<file path="src/rtl/uart_pkg.sv">
// uart_pkg: shared UART receiver states, default divider and auth-link command bytes
package uart_pkg;

    typedef enum logic [1:0] {IDLE, START, DATA, STOP} rx_state_t;

    localparam int BAUD_DIV_DEFAULT = 2604;

    localparam logic [7:0] CMD_GO   = 8'h67;
    localparam logic [7:0] CMD_STOP = 8'h73;

endpackage

</file>
<file path="src/rtl/sync2.sv">
// sync2: two-flop synchronizer for an asynchronous input, presets to 1 so an idle-high line
// never shows a spurious falling edge when reset is released
module sync2 (
    input  logic clk,
    input  logic rst_n,
    input  logic i_d,
    output logic o_q
);

    logic [1:0] r_sync;

    always_ff @(posedge clk or negedge rst_n) begin
        if (!rst_n)
            r_sync <= 2'b11;
        else
            r_sync <= {r_sync[0], i_d};
    end

    assign o_q = r_sync[1];

endmodule

</file>
<file path="src/rtl/uart_rx.sv">
// uart_rx: 8N1 serial receiver, LSB first; samples each bit at mid-bit and holds the last
// good byte with a sticky ready flag, pulsing frm_err when the stop bit is low
module uart_rx
    import uart_pkg::*;
#(
    parameter int BAUD_DIV = BAUD_DIV_DEFAULT
) (
    input  logic       clk,
    input  logic       rst_n,
    input  logic       RX,
    input  logic       clr_rdy,
    output logic [7:0] rx_data,
    output logic       rdy,
    output logic       frm_err
);

    localparam int CW = $clog2(BAUD_DIV);
    localparam logic [CW-1:0] HALF = CW'(BAUD_DIV / 2);
    localparam logic [CW-1:0] FULL = CW'(BAUD_DIV - 1);

    rx_state_t     r_state, w_state_nxt;
    logic [CW-1:0] r_baud, w_baud_nxt;
    logic [2:0]    r_bit, w_bit_nxt;
    logic [7:0]    r_shift, w_shift_nxt;
    logic [7:0]    r_data, w_data_nxt;
    logic          r_rdy, w_rdy_nxt;
    logic          r_frm, w_frm_nxt;
    logic          r_rx_prev;
    logic          w_rx, w_fall, w_tick;

    sync2 u_sync (.clk(clk), .rst_n(rst_n), .i_d(RX), .o_q(w_rx));

    assign w_fall = r_rx_prev & ~w_rx;
    assign w_tick = r_baud == '0;

    always_comb begin
        w_state_nxt = r_state;
        w_baud_nxt  = w_tick ? r_baud : r_baud - 1'b1;
        w_bit_nxt   = r_bit;
        w_shift_nxt = r_shift;
        w_data_nxt  = r_data;
        w_rdy_nxt   = r_rdy & ~clr_rdy;
        w_frm_nxt   = 1'b0;
        case (r_state)
            IDLE: if (w_fall) begin
                w_state_nxt = START;
                w_baud_nxt  = HALF;
                w_bit_nxt   = 3'd0;
                w_rdy_nxt   = 1'b0;
            end
            START: if (w_tick) begin
                w_state_nxt = w_rx ? IDLE : DATA;
                w_baud_nxt  = FULL;
            end
            DATA: if (w_tick) begin
                w_shift_nxt = {w_rx, r_shift[7:1]};
                w_bit_nxt   = r_bit + 3'd1;
                w_baud_nxt  = FULL;
                w_state_nxt = (r_bit == 3'd7) ? STOP : DATA;
            end
            STOP: if (w_tick) begin
                // leaving at mid stop bit lets a directly following start edge be caught
                w_state_nxt = IDLE;
                w_data_nxt  = w_rx ? r_shift : r_data;
                w_rdy_nxt   = w_rx | w_rdy_nxt;
                w_frm_nxt   = ~w_rx;
            end
        endcase
    end

    always_ff @(posedge clk or negedge rst_n) begin
        if (!rst_n) begin
            r_state   <= IDLE;
            r_baud    <= '0;
            r_bit     <= 3'd0;
            r_shift   <= 8'h00;
            r_data    <= 8'h00;
            r_rdy     <= 1'b0;
            r_frm     <= 1'b0;
            r_rx_prev <= 1'b1;
        end else begin
            r_state   <= w_state_nxt;
            r_baud    <= w_baud_nxt;
            r_bit     <= w_bit_nxt;
            r_shift   <= w_shift_nxt;
            r_data    <= w_data_nxt;
            r_rdy     <= w_rdy_nxt;
            r_frm     <= w_frm_nxt;
            r_rx_prev <= w_rx;
        end
    end

    assign rx_data = r_data;
    assign rdy     = r_rdy;
    assign frm_err = r_frm;

endmodule
</file>
<file path="config.mk">
export PLATFORM = sky130hd
export DESIGN_NAME = uart_rx
export DESIGN_NICKNAME = d
export VERILOG_FILES = /design/src/rtl/uart_pkg.sv /design/src/rtl/sync2.sv /design/src/rtl/uart_rx.sv
export SDC_FILE = /design/constraint.sdc
export NUM_CORES = 1
export LEC_CHECK = 0
export CAP_MARGIN = 20
export CORE_ASPECT_RATIO = 1.2
export CORE_UTILIZATION = 35
export DETAILED_ROUTE_END_ITERATION = 8
export DONT_BUFFER_PORTS = 1
export PLACE_DENSITY_LB_ADDON = 0.25
export SETUP_SLACK_MARGIN = 0.02
export SLEW_MARGIN = 20
export SYNTH_ARGS = -nofsm -noshare
export SYNTH_HDL_FRONTEND = slang
export SYNTH_SLANG_ARGS = --single-unit
</file>
<file path="constraint.sdc">
create_clock -name clk -period 2.3 [get_ports clk]
set_input_delay 0.23 -clock clk [delete_from_list [all_inputs] [get_ports clk]]
set_output_delay 0.23 -clock clk [all_outputs]
set_load 0.05 [all_outputs]
</file>
==> summary.md <==
| Metric | Value |
|---|---|
| Status | `finished, final reports clean` |
| Die Ht | `82.5 um` |
| Clock slew at reported path FFs | `~0.08 ns` |
| Number of synthesized flops with an enable pin | `0` |
| Setup crit start kind | `flip-flop` |
| Tot GR Track Use | `0.139` |
| Root buf cell | `clkbuf_8` |
| Drt initial violations | `18` |
| Met2 Routed Length | `1.68 mm` |
| Final Cell Area | `2120 um^2` |
| Max IR drop VDD | `0.447 mV` |
| Seq cells post-synth | `38` |
| Core Region | `5040 um^2` |
| Initial antenna violation count | `0` |
| Period utilization | `0.872` |
| Placed Instances | `213` |
| RR Startpoint | `r_baud[0]` |
| Vias per std cell | `5.54` |
| Hold path cells | `1` |
| Slew @ Worst Pin | `0.517 ns` |
| Synthesized Nets | `171` |
| Headroom to the max-slew limit | `0.652` |
| Unique masters post-synth | `48` |
| Htree depth | `2` |
| Fin. Hold Viols | `0` |
| CTS tree | `built` |
| Worst setup EP type | `flip-flop` |
| Worst skew pair latency | `0.29 ns` |
| Crit Path Class | `reg -> reg` |
| Worst Hold Class | `in -> reg` |
| Wire length on met3 | `~150 um` |
| Arr. time, crit path | `2.18 ns` |
| WL per Instance | `approximately 15 um` |
| DRT antenna net count | `0` |
| Vias in the first global route | `1,263` |
| Syn-to-layout area delta | `12.5%` |
| Initial DRT Pass Iterations | `4` |
| Critical Path Fanout Max | `9` |
| Via count | `roughly 1.3k` |
| DR top layer | `met4` |
| CTS Buf Count | `5` |
| FILL cells | `501` |
| Synth Instances | `158` |
| Die width | `~69 um` |
| Largest net degree at the start of global routing | `39` |
| # IOs | `14` |
| Ys flop type | `dfrtp_1` |
| Final WL | `3.48 mm` |
| Setup TNS | `0 ns` |
| Post-Synthesis Mean Instance Area | `roughly 12 um^2` |
| Nets | `178` |
| Hold_sp | `clr_rdy` |
| Post-DP HPWL | `2.37 mm` |
| Skew final | `between 0.003 and 0.004 ns` |
| Pleak | `1.00 nW` |
| Fmax | `about 500 MHz` |
| Total of max-cap violations | `0` |
| Power Density | `1140 nW/um^2` |
| Final Critical Period | `2.00 ns` |
| Critical Path RT | `2.48 ns` |
| Reg2reg path depth | `7` |
| # DRC | `0` |
| Initial Utilization | `0.374` |
| Post-CTS sizing | `0` |
| # rows | `28` |
| FF-to-FF setup slack | `between 0.2 and 0.3 ns` |
| Reg-to-Reg End | `rx_data[7]` |
| Final cell count without fillers | `226` |
| Share of layout cells above drive strength 1 | `0.241` |
| Area after DPL | `~1900 um^2` |
| WHS Endpoint | `rdy` |
| # setup viols final | `0` |
| GPL Wtd Cong | `0.752` |
| Final core occ | `0.421` |
| Longest Clk Path Bufs | `2` |
| Yosys warns | `0` |
| Register area share after synthesis | `0.506` |
| Inserted Diodes | `0` |
| Post-synth ARST share | `1.00` |
| Unrepaired setup endpoints after global routing | `no` |
| First-pass GRT wire length | `6.07 mm` |
| Die ar. | `~5700 um^2` |
| Slew Limit Fails | `0` |
| Mapped Area | `about 1900 um^2` |
| Remaining Overflow, GRT | `0` |
| Clock Sink Count | `38` |
| Port bufs | `0` |
| M1 wire length | `around 1.6 mm` |
[synth_stat cells, types with 2 or more instances]
master    count  area share
or3b_2        2      0.0093
and3_1        4       0.013
nand4_1       2      0.0066
o21ai_0       4       0.011
dfrtp_1      35        0.46
nand2b_1      3      0.0099
or3_1         6       0.020
mux2_4        8       0.064
nand3_1       7       0.019
inv_1         6       0.012
a21oi_1       4       0.011
mux2i_1       3       0.016
ha_1          9       0.060
mux2_2        8       0.048
nand2_1       8       0.016
clkbuf_1      2      0.0040
nor3_1        7       0.019
a211oi_1      2      0.0079
nor4_2        2       0.013
a311oi_1      2      0.0093
dfstp_2       3       0.042
nor2_1        5      0.0099
[repair_timing]
| action | in CTS | in global routing |
|---|---|---|
| hold buffers | 3 | 0 |
| hold endpoints to repair | 39 | 0 |
| endpoints found under the setup margin | 0 | 2 |
| buffers inserted | 0 | 2 |
[cells by family after synthesis]
kind of cell,count (synthesis),synth area share
buf+inv,11,0.0285
flops,38,0.506
fa+ha+maj,9,0.0596
simple gates,60,0.203
compound gates,19,0.0663
xor+xnor,2,0.00928
mux,19,0.127
[cell usage in the layout (no fill, tap or decap), drive strengths merged, types with 4 or more instances in the layout]
cell | synthesis | final
nor2 | 5 | 5
inv | 6 | 6
dfrtp | 35 | 35
or3 | 6 | 6
clkbuf | 2 | 5
and3 | 4 | 4
nand2b | 4 | 4
nor3 | 8 | 8
o21ai | 5 | 5
a21oi | 4 | 4
nand2 | 9 | 9
mux2 | 16 | 16
nand3 | 8 | 8
ha | 9 | 9
[where the power goes]
group | internal, W | leakage [nW] | switching, W
Combinational | 0.000357 | 0.431 | 0.000471
Sequential | 0.000789 | 0.504 | 0.000137
Clock | 0.000434 | 0.0683 | 0.000243
Total | 0.00158 | 1.00 | 0.000851
[sequential cells by signal, summed over array words and instances (netlist names), named ones only]
register / cells
r_baud: 12
rx_data: 8
rdy: 1
u_sync.r_sync: 2
frm_err: 1
r_bit: 3
r_state: 1
r_shift: 8
r_rx_prev: 1
[worst max path at each step]
stage | start | endpoint | slack (ns)
floorplan | r_state[0] | r_baud[1] | 0.48
global placement | r_baud[0] | r_baud[0] | 0.33
detailed placement | r_baud[0] | flip-flop | 0.22
CTS | r_baud[0] | flip-flop | 0.20
global route | r_baud[0] | flip-flop | 0.15
finish | r_baud[0] | rx_data[7] | 0.30
[metal layers]
layer,GRT usage,vias up
li1,-,591
met5,0,-
met3,0.0413,8
met4,0.0735,0
met1,0.162,624
met2,0.235,29
[stage by stage]
stage	hold slack, ns	setup WS (ns)	power, W
after detailed placement	-0.0646	0.218	0.00173
after CTS	0.0345	0.196	0.00244
final	0.0415	0.295	0.00243
after global routing	0.0362	0.151	0.00261
after global placement	-0.0643	0.329	0.00170
after floorplan	-0.0656	0.476	0.00156
[worst max-delay path, stage by stage (launching register included)]
cell and delay (ns):
dfrtp_1 0.41, inv_1 0.09, ha_1 0.13, nor2b_1 0.25, and4_4 0.30, buf_4 0.16, nand3_4 0.18, mux2_4 0.35
[cell type report]
cell class                      count  area (um^2)  share of cell area
Clock inverter                      3         68.8              0.0324
Tap cell                           60         75.1              0.0353
Sequential cell                    38          955               0.449
Inverter                            6         22.5              0.0106
Clock buffer                        5         68.8              0.0324
Multi-Input combinational cell    109          880               0.414
Timing Repair Buffer                5         55.1              0.0259
No activity file was read; power rests on OpenSTA's default activity.
